`config.mk`:
```
export PLATFORM = sky130hd
export DESIGN_NAME = bf_control_flat
export DESIGN_NICKNAME = d
export VERILOG_FILES = /design/src/rtl/bf_pkg.sv /design/src/rtl/bf_control_if.sv /design/src/rtl/bf_decode.sv /design/src/rtl/bf_control.sv /design/src/flat_wrapper.sv
export SDC_FILE = /design/constraint.sdc
export NUM_CORES = 1
export LEC_CHECK = 0
export CAP_MARGIN = 10
export CORE_AREA = 2 2 82 84
export DETAILED_ROUTE_END_ITERATION = 10
export DIE_AREA = 0 0 84 86
export PLACE_DENSITY = 0.87
export SLEW_MARGIN = 20
export SYNTH_ARGS = -nofsm -noshare
export SYNTH_HDL_FRONTEND = slang
export SYNTH_SLANG_ARGS = --single-unit
```
`constraint.sdc`:
```
create_clock -name clock -period 6.7 [get_ports clock]
set_input_delay 2.01 -clock clock [delete_from_list [all_inputs] [get_ports clock]]
set_output_delay 2.01 -clock clock [all_outputs]
set_load 0.02 [all_outputs]
```
`src/rtl/bf_pkg.sv`:
```
// rtl/bf_pkg.sv - shared opcodes, state encoding and decoded-opcode type for the bf sequencer
package bf_pkg;

    localparam logic [7:0] OP_RIGHT = 8'h3E;
    localparam logic [7:0] OP_LEFT  = 8'h3C;
    localparam logic [7:0] OP_INC   = 8'h2B;
    localparam logic [7:0] OP_DEC   = 8'h2D;
    localparam logic [7:0] OP_OUT   = 8'h2E;
    localparam logic [7:0] OP_IN    = 8'h2C;
    localparam logic [7:0] OP_JZ    = 8'h5B;
    localparam logic [7:0] OP_JNZ   = 8'h5D;
    localparam logic [7:0] OP_END   = 8'h00;

    typedef enum logic [3:0] {
        S_IDLE,
        S_FETCH,
        S_EXEC,
        S_OUT_WAIT,
        S_IN_WAIT,
        S_SCAN_F_FETCH,
        S_SCAN_F,
        S_SCAN_B_FETCH,
        S_SCAN_B,
        S_HALT
    } state_t;

    // One-hot opcode class; all fields zero means "no-op byte".
    typedef struct packed {
        logic right;
        logic left;
        logic inc;
        logic dec;
        logic out;
        logic inp;
        logic jz;
        logic jnz;
        logic stop;
    } op_t;

endpackage

```
`src/rtl/bf_control_if.sv`:
```
// rtl/bf_control_if.sv - console output/input handshake bundle between the sequencer and the console
interface bf_control_if #(
    parameter int CELL_W = 8
);
    logic              out_valid;
    logic              out_ready;
    logic [CELL_W-1:0] in_data;
    logic              in_valid;
    logic              in_ready;

    modport master (
        output out_valid,
        input  out_ready,
        input  in_data,
        input  in_valid,
        output in_ready
    );

    modport slave (
        input  out_valid,
        output out_ready,
        output in_data,
        output in_valid,
        input  in_ready
    );
endinterface

```
`src/rtl/bf_decode.sv`:
```
// rtl/bf_decode.sv - combinational program-byte to one-hot opcode classifier
module bf_decode
    import bf_pkg::*;
#(
    parameter int CELL_W = 8
) (
    input  logic [CELL_W-1:0] code_i,
    output op_t               op_o
);

    always_comb begin
        op_o       = '0;
        op_o.right = (code_i == CELL_W'(OP_RIGHT));
        op_o.left  = (code_i == CELL_W'(OP_LEFT));
        op_o.inc   = (code_i == CELL_W'(OP_INC));
        op_o.dec   = (code_i == CELL_W'(OP_DEC));
        op_o.out   = (code_i == CELL_W'(OP_OUT));
        op_o.inp   = (code_i == CELL_W'(OP_IN));
        op_o.jz    = (code_i == CELL_W'(OP_JZ));
        op_o.jnz   = (code_i == CELL_W'(OP_JNZ));
        op_o.stop  = (code_i == CELL_W'(OP_END));
    end

endmodule

```
`src/rtl/bf_control.sv`:
```
// rtl/bf_control.sv - bf fetch/decode/execute sequencer driving PC, BCount, DP and DOut registers
// Optional BF_DP_BOUND_EN: '>' past DMEM_DEPTH-1 or '<' below 0 faults instead of wrapping DP.
module bf_control
    import bf_pkg::*;
#(
    parameter int ADDR_W   = 16,
    parameter int CELL_W   = 8,
    parameter int BCOUNT_W = 8
`ifdef BF_DP_BOUND_EN
    ,
    parameter int DMEM_DEPTH = 30000
`endif
) (
    input  logic                clock,
    input  logic                reset,
    input  logic                start,
    input  logic [CELL_W-1:0]   prog_data,
    input  logic [ADDR_W-1:0]   pc,
    output logic [ADDR_W-1:0]   pc_in,
    output logic                LdPC,
    input  logic [BCOUNT_W-1:0] bcount,
    output logic                BCountEnable,
    output logic                BCountDecInc,
    input  logic [ADDR_W-1:0]   dp,
    output logic [ADDR_W-1:0]   dp_in,
    output logic                DPEnable,
    input  logic [CELL_W-1:0]   cell_rdata,
    output logic [CELL_W-1:0]   cell_wdata,
    output logic                cell_we,
    output logic                DOutEnable,
    bf_control_if.master        con,
    output logic                busy,
    output logic                halted,
    output logic                error
);

    state_t state_q, state_d;
    logic   halted_q, halted_d;
    logic   error_q, error_d;
    op_t    op;
    logic   fault;
    logic   out_valid;
    logic   in_ready;
    logic   bc_full;
    logic   bc_last;
    logic   cell_zero;
    logic   pc_zero;

    bf_decode #(.CELL_W(CELL_W)) u_decode (
        .code_i (prog_data),
        .op_o   (op)
    );

    assign bc_full   = (bcount == {BCOUNT_W{1'b1}});
    assign bc_last   = (bcount == BCOUNT_W'(1));
    assign cell_zero = (cell_rdata == '0);
    assign pc_zero   = (pc == '0);

    always_ff @(posedge clock or negedge reset) begin
        if (!reset) begin
            state_q  <= S_IDLE;
            halted_q <= 1'b0;
            error_q  <= 1'b0;
        end else begin
            state_q  <= state_d;
            halted_q <= halted_d;
            error_q  <= error_d;
        end
    end

    always_comb begin
        state_d      = state_q;
        halted_d     = halted_q;
        error_d      = error_q;
        fault        = 1'b0;
        pc_in        = '0;
        LdPC         = 1'b0;
        dp_in        = '0;
        DPEnable     = 1'b0;
        BCountEnable = 1'b0;
        BCountDecInc = 1'b0;
        cell_wdata   = '0;
        cell_we      = 1'b0;
        DOutEnable   = 1'b0;
        out_valid    = 1'b0;
        in_ready     = 1'b0;

        unique case (state_q)
            S_IDLE, S_HALT: begin
                // reset is included so nothing strobes while reset is held
                if (start && !error_q && reset) begin
                    LdPC    = 1'b1;
                    pc_in   = '0;
                    state_d = S_FETCH;
                end
            end

            S_FETCH: state_d = S_EXEC;

            S_EXEC: begin
                LdPC    = 1'b1;
                pc_in   = pc + ADDR_W'(1);
                state_d = S_FETCH;
                if (op.right) begin
`ifdef BF_DP_BOUND_EN
                    if (dp == ADDR_W'(DMEM_DEPTH - 1)) fault = 1'b1;
`endif
                    DPEnable = 1'b1;
                    dp_in    = dp + ADDR_W'(1);
                end else if (op.left) begin
`ifdef BF_DP_BOUND_EN
                    if (dp == '0) fault = 1'b1;
`endif
                    DPEnable = 1'b1;
                    dp_in    = dp - ADDR_W'(1);
                end else if (op.inc) begin
                    cell_we    = 1'b1;
                    cell_wdata = cell_rdata + CELL_W'(1);
                end else if (op.dec) begin
                    cell_we    = 1'b1;
                    cell_wdata = cell_rdata - CELL_W'(1);
                end else if (op.out) begin
                    LdPC       = 1'b0;
                    DOutEnable = 1'b1;
                    state_d    = S_OUT_WAIT;
                end else if (op.inp) begin
                    LdPC    = 1'b0;
                    state_d = S_IN_WAIT;
                end else if (op.jz) begin
                    if (cell_zero) begin
                        BCountEnable = 1'b1;
                        state_d      = S_SCAN_F_FETCH;
                    end
                end else if (op.jnz) begin
                    if (!cell_zero) begin
                        BCountEnable = 1'b1;
                        pc_in        = pc - ADDR_W'(1);
                        state_d      = S_SCAN_B_FETCH;
                    end
                end else if (op.stop) begin
                    LdPC     = 1'b0;
                    halted_d = 1'b1;
                    state_d  = S_HALT;
                end
            end

            S_OUT_WAIT: begin
                out_valid = 1'b1;
                if (con.out_ready) begin
                    LdPC    = 1'b1;
                    pc_in   = pc + ADDR_W'(1);
                    state_d = S_FETCH;
                end
            end

            S_IN_WAIT: begin
                in_ready = 1'b1;
                if (con.in_valid) begin
                    cell_we    = 1'b1;
                    cell_wdata = con.in_data;
                    LdPC       = 1'b1;
                    pc_in      = pc + ADDR_W'(1);
                    state_d    = S_FETCH;
                end
            end

            S_SCAN_F_FETCH: state_d = S_SCAN_F;

            S_SCAN_F: begin
                LdPC    = 1'b1;
                pc_in   = pc + ADDR_W'(1);
                state_d = S_SCAN_F_FETCH;
                if (op.stop) begin
                    fault = 1'b1;
                end else if (op.jz) begin
                    if (bc_full) fault = 1'b1;
                    BCountEnable = 1'b1;
                end else if (op.jnz) begin
                    BCountEnable = 1'b1;
                    BCountDecInc = 1'b1;
                    if (bc_last) state_d = S_FETCH;
                end
            end

            S_SCAN_B_FETCH: state_d = S_SCAN_B;

            S_SCAN_B: begin
                LdPC    = 1'b1;
                pc_in   = pc - ADDR_W'(1);
                state_d = S_SCAN_B_FETCH;
                if (op.jz && bc_last) begin
                    BCountEnable = 1'b1;
                    BCountDecInc = 1'b1;
                    pc_in        = pc + ADDR_W'(1);
                    state_d      = S_FETCH;
                end else if (pc_zero) begin
                    fault = 1'b1;
                end else if (op.jz) begin
                    BCountEnable = 1'b1;
                    BCountDecInc = 1'b1;
                end else if (op.jnz) begin
                    if (bc_full) fault = 1'b1;
                    BCountEnable = 1'b1;
                end
            end

            default: state_d = S_IDLE;
        endcase

        // A fault suppresses every strobe raised above for this cycle.
        if (fault) begin
            LdPC         = 1'b0;
            pc_in        = '0;
            DPEnable     = 1'b0;
            dp_in        = '0;
            BCountEnable = 1'b0;
            BCountDecInc = 1'b0;
            cell_we      = 1'b0;
            cell_wdata   = '0;
            error_d      = 1'b1;
            halted_d     = 1'b1;
            state_d      = S_HALT;
        end
    end

    assign con.out_valid = out_valid;
    assign con.in_ready  = in_ready;
    assign busy          = (state_q != S_IDLE) && (state_q != S_HALT);
    assign halted        = halted_q;
    assign error         = error_q;

endmodule

```
`src/flat_wrapper.sv`:
```
// flat-port wrapper written by rule: the top's interface ports become plain ports
module bf_control_flat import bf_pkg::*;
#(
    parameter int ADDR_W   = 16,
    parameter int CELL_W   = 8,
    parameter int BCOUNT_W = 8

)
  (clock, reset, start, prog_data, pc, pc_in, LdPC, bcount, BCountEnable, BCountDecInc, dp, dp_in, DPEnable, cell_rdata, cell_wdata, cell_we, DOutEnable, busy, halted, error, con_out_valid, con_out_ready, con_in_data, con_in_valid, con_in_ready);
  bf_control_if #(.CELL_W(CELL_W)) con_i ();
  input  logic clock;
  input  logic reset;
  input  logic start;
  input  logic [CELL_W-1:0] prog_data;
  input  logic [ADDR_W-1:0] pc;
  output logic [ADDR_W-1:0] pc_in;
  output logic LdPC;
  input  logic [BCOUNT_W-1:0] bcount;
  output logic BCountEnable;
  output logic BCountDecInc;
  input  logic [ADDR_W-1:0] dp;
  output logic [ADDR_W-1:0] dp_in;
  output logic DPEnable;
  input  logic [CELL_W-1:0] cell_rdata;
  output logic [CELL_W-1:0] cell_wdata;
  output logic cell_we;
  output logic DOutEnable;
  output logic busy;
  output logic halted;
  output logic error;
  output wire logic [$bits(con_i.out_valid)-1:0] con_out_valid;
  input wire logic [$bits(con_i.out_ready)-1:0] con_out_ready;
  input wire logic [$bits(con_i.in_data)-1:0] con_in_data;
  input wire logic [$bits(con_i.in_valid)-1:0] con_in_valid;
  output wire logic [$bits(con_i.in_ready)-1:0] con_in_ready;
  assign con_out_valid = con_i.out_valid;
  assign con_i.out_ready = con_out_ready;
  assign con_i.in_data = con_in_data;
  assign con_i.in_valid = con_in_valid;
  assign con_in_ready = con_i.in_ready;
  bf_control #(.ADDR_W(ADDR_W), .CELL_W(CELL_W), .BCOUNT_W(BCOUNT_W)) u_core (.clock(clock), .reset(reset), .start(start), .prog_data(prog_data), .pc(pc), .pc_in(pc_in), .LdPC(LdPC), .bcount(bcount), .BCountEnable(BCountEnable), .BCountDecInc(BCountDecInc), .dp(dp), .dp_in(dp_in), .DPEnable(DPEnable), .cell_rdata(cell_rdata), .cell_wdata(cell_wdata), .cell_we(cell_we), .DOutEnable(DOutEnable), .con(con_i), .busy(busy), .halted(halted), .error(error));
endmodule
```
==> metrics.md, run 1 <==
| Metric | Value |
|---|---|
| YS warnings | `0` |
| Core area | `6277 sq um` |
| Via density per instance | `6.190` |
| DP Worst Slack | `-0.2418 ns` |
| Status | `finished clean` |
| Post-synthesis cell area | `2635 sq um` |
| MaxCap Viol Count | `0` |
| Initial core utilization | `0.4198` |
| Final RePlAce weighted congestion | `0.9297` |
| Clock network fraction of total power | `0.104` |
| Post-synth EDFFs | `0` |
| Rows | `29` |
| Initial antenna violation count | `0` |
| Area growth, synth to finish | `62.77%` |
| Syn Nets | `458` |
| Fin crit share | `0.9825` |
| Min-Delay Path Depth | `1` |
| Slowest Stage Delay on Critical Path | `0.43 ns` |
| Critical path's slowest cell | `clkdlybuf4s50_1` |
| Crit path kind | `in -> out` |
| Leakage | `1.730 nW` |
| Vias in the first global route | `3785` |
| CP cell instances | `clkdlybuf4s50_1 > or3_1 > buf_4 > or3_4 > o41ai_4 > o2bb2ai_2 > o21bai_4 > a311oi_1 > dlygate4sd2_1` |
| R2r startpoint | `u_core.state_q[3]$_DFFE_PN0P_` |
| Worst EP arrival | `4.57 ns` |
| Routed via count | `3819` |
| Clock sinks | `6` |
| Required time of the worst setup path | `4.69 ns` |
| Worst hold path class | `reg -> reg` |
| Min-Delay Startpoint | `u_core.halted$_DFFE_PN0P_` |
| PortBufs | `119` |
| Ys async rst share | `1.000` |
| Sw Share | `0.4925` |
| Count of final max-slew check failures | `0` |
| H-Tree Depth | `1` |
| Worst reg-to-reg path cell count | `7` |
| Critical R2R Capture | `u_core.state_q[2]$_DFFE_PN0P_` |
| Layout cells sized above 1 | `0.1870` |
| Crit path launch type | `input port` |
| Endpoint class of the critical path | `primary output` |
| Die Y | `86 um` |
| Worst R2R Setup Slack | `4.33 ns` |
| Fin Setup TNS | `0 ns` |
| Clk buf depth | `2` |
| Crit path time final | `6.583 ns` |
| P_sw | `0.2528 mW` |
| Final setup viols | `0` |
| Worst clock skew | `0.0006489 ns` |
| Final hold violation count | `0` |
| DRC errors left | `0` |
| WL per Instance | `16.03 um` |
| Post-layout instance area | `4289 sq um` |
| Mapped Cells | `383` |
| Grt total ovfl | `0` |
| VDD IR-drop max | `0.08472 mV` |
| Fillers | `530` |
| #FFs+latches synth | `6` |
| Post-synthesis sequential area ratio | `0.05698` |
| Final net count | `617` |
| Boundary pin count | `120` |
| Cell-internal power | `0.2604 mW` |
| Average cell area after synthesis | `6.880 sq um` |
| Antenna Diode Count | `0` |
| DRT Wirelength | `9892 um` |
| Synth unique cells | `74` |
| Comb pwr share | `0.768` |
| Clock-pin slew on the worst setup and hold paths | `0.03 ns` |
| CTS tree | `built` |
| Sequential share of power | `0.128` |
| Tot Pwr | `0.5132 mW` |
| Worst Hold End | `u_core.halted$_DFFE_PN0P_` |
| Clock latency at the later pin of the worst-skew pair | `0.22 ns` |
| DIE AREA | `7224 sq um` |
| Placed Area | `4227 sq um` |
| Hold-fix buffers at CTS | `0` |
| HPWL Detailed | `7692 um` |
| Post-synth top flop | `dfrtp_1` |
| Post-CTS setup buffer count | `0` |
| Clk root buf | `clkbuf_8` |
| Global-route wire length before repair | `16880 um` |
| Relative slew slack | `0.5966` |
| Fin util | `0.6833` |
| Fmax | `151.9 MHz` |
| Crit Path Max Fanout | `8` |
| DRT iter0 DRCs | `256` |
| Die width | `84 um` |
| Antenna viol nets, final | `0` |
| Measured slew at the worst slew-check pin | `0.6006 ns` |
| PwrDens | `119.7 nW/um^2` |
| Largest net degree at the start of global routing | `18` |
| GRT Util Overall | `0.2689` |
| DR pass1 iterations | `5` |
| Worst setup margin | `0.1174 ns` |
| Total clock buffers created by CTS | `3` |
## sequential cells by signal (all words and copies together), names as in the netlist
| register | cells |
|---|---|
| u_core.error | 1 |
| u_core.state_q | 4 |
| u_core.halted | 1 |
## synthesized netlist by cell type (all sizes together) (2+ instances only)
cell type,count,area (sq um)
a22oi,4,30.03
mux2i,4,40.04
xor2,10,87.58
nor2,49,183.9
inv,17,63.81
buf,10,101.3
nand2,24,90.09
xnor2,12,105.1
and3,12,75.07
nand3b,3,22.52
a211oi,8,80.08
nor2b,2,12.51
or4,5,42.54
nor3b,7,62.56
o2bb2ai,3,32.53
o221a,7,78.83
nand4b,2,17.52
nor4,11,83.83
nand4,9,56.30
o21bai,2,26.28
a22o,10,87.58
a31oi,7,43.79
and2,4,25.03
o32ai,3,26.28
or2,4,25.02
dfrtp,6,150.1
nor3,27,155.2
o221ai,2,23.77
nand2b,9,56.30
ha,6,75.07
nor4b,2,17.52
a221oi,8,70.07
a21oi,18,90.09
o22ai,5,31.28
clkbuf,11,45.05
nand3,19,95.09
o31ai,3,22.52
or3,4,31.28
o21ai,15,75.07
## how the worst max path moves through the flow
stage	slack, ns	startpoint	cells past startpoint	to
CTS	0.002	pc[5]	9	LdPC
global placement	-0.19	cell_rdata[0]	13	pc_in[11]
finish	0.12	pc[5]	9	pc_in[12]
detailed placement	-0.24	cell_rdata[0]	13	pc_in[11]
global route	-0.0007	cell_rdata[0]	12	pc_in[7]
floorplan	0.58	cell_rdata[0]	9	pc_in[11]
## power by group through the flow
stage          sequential [mW]  clock, mW  combinational, mW
2_1_floorplan           0.0521          0              0.254
3_3_place_gp            0.0647          0              0.385
3_5_place_dp            0.0652          0              0.394
4_1_cts                 0.0650     0.0544              0.391
5_1_grt                 0.0696     0.0569              0.427
6_report                0.0655     0.0536              0.394
## stage by stage
| stage | hold WS, ns | instances |
|---|---|---|
| 2_1_floorplan | 0.5815 | 383 |
| 3_3_place_gp | 0.4596 | 613 |
| 3_5_place_dp | 0.4553 | 613 |
| 4_1_cts | 0.4680 | 617 |
| 5_1_grt | 0.5004 | 617 |
| 6_report | 0.4620 | 617 |
## cells in the final DEF, fill, tap and decap left out, types with 5 or more instances in the layout
cell / instances
clkdlybuf4s50_1: 99
o21ai_0: 14
a22o_1: 10
a31oi_1: 7
nor3b_1: 5
o221a_2: 7
nand2_1: 24
o22ai_1: 5
dlygate4sd2_1: 12
nand2b_1: 9
a21oi_1: 18
nand4_1: 9
a221oi_1: 8
xor2_1: 10
inv_1: 17
dfrtp_1: 6
buf_4: 52
ha_1: 6
nor3_1: 23
nor2_1: 49
xnor2_1: 12
nor4_1: 8
and3_1: 12
nand3_1: 19
## cell type report
class	instances	area (sq um)	share of cell area
well taps	77	96.34	0.02246
inverters	17	63.81	0.01488
repair buffers	174	1614	0.3763
multi-input cells	340	2323	0.5417
flip-flops and latches	6	150.1	0.03501
clock buffers	3	41.29	0.009627
## repair_timing
item / 4_1_cts / 5_1_grt
gates cloned: 1 / 0
resized for setup: 19 / 18
endpoints found under the setup margin: 17 / 17
pin swaps: 0 / 0
endpoints found under the hold margin: 0 / 0
## metal layers
| metal | up-vias | routed length [um] | global-route usage |
|---|---|---|---|
| met5 | - | 0 | 0 |
| met4 | 0 | 177 | 0.07331 |
| met3 | 25 | 784 | 0.03272 |
| met2 | 228 | 5061 | 0.5105 |
| met1 | 1762 | 3869 | 0.3179 |
| li1 | 1804 | - | - |
## worst max-delay path: cells and delay by family
kind	cells	cell delay, ns
AO/OA/AOI/OAI	4	0.83
buffers and inverters	3	0.91
AND/OR/NAND/NOR	2	0.81
## logic make-up after synthesis
group / synth area share
XOR/XNOR: 0.07312
AND/OR/NAND/NOR: 0.4221
adder cells (fa/ha/maj): 0.02849
buffers and inverters: 0.07977
flip-flops: 0.05698
AO/OA/AOI/OAI: 0.3200
multiplexers: 0.01947
Power figures use the tool's default switching activity.
==> inputs of run 2 (changes only) <==
Settings changed: ABC_CLOCK_PERIOD_IN_PS set to 6700.
==> results of run 2 <==
The final DEF is identical to that of run 1; final timing and power are the same.
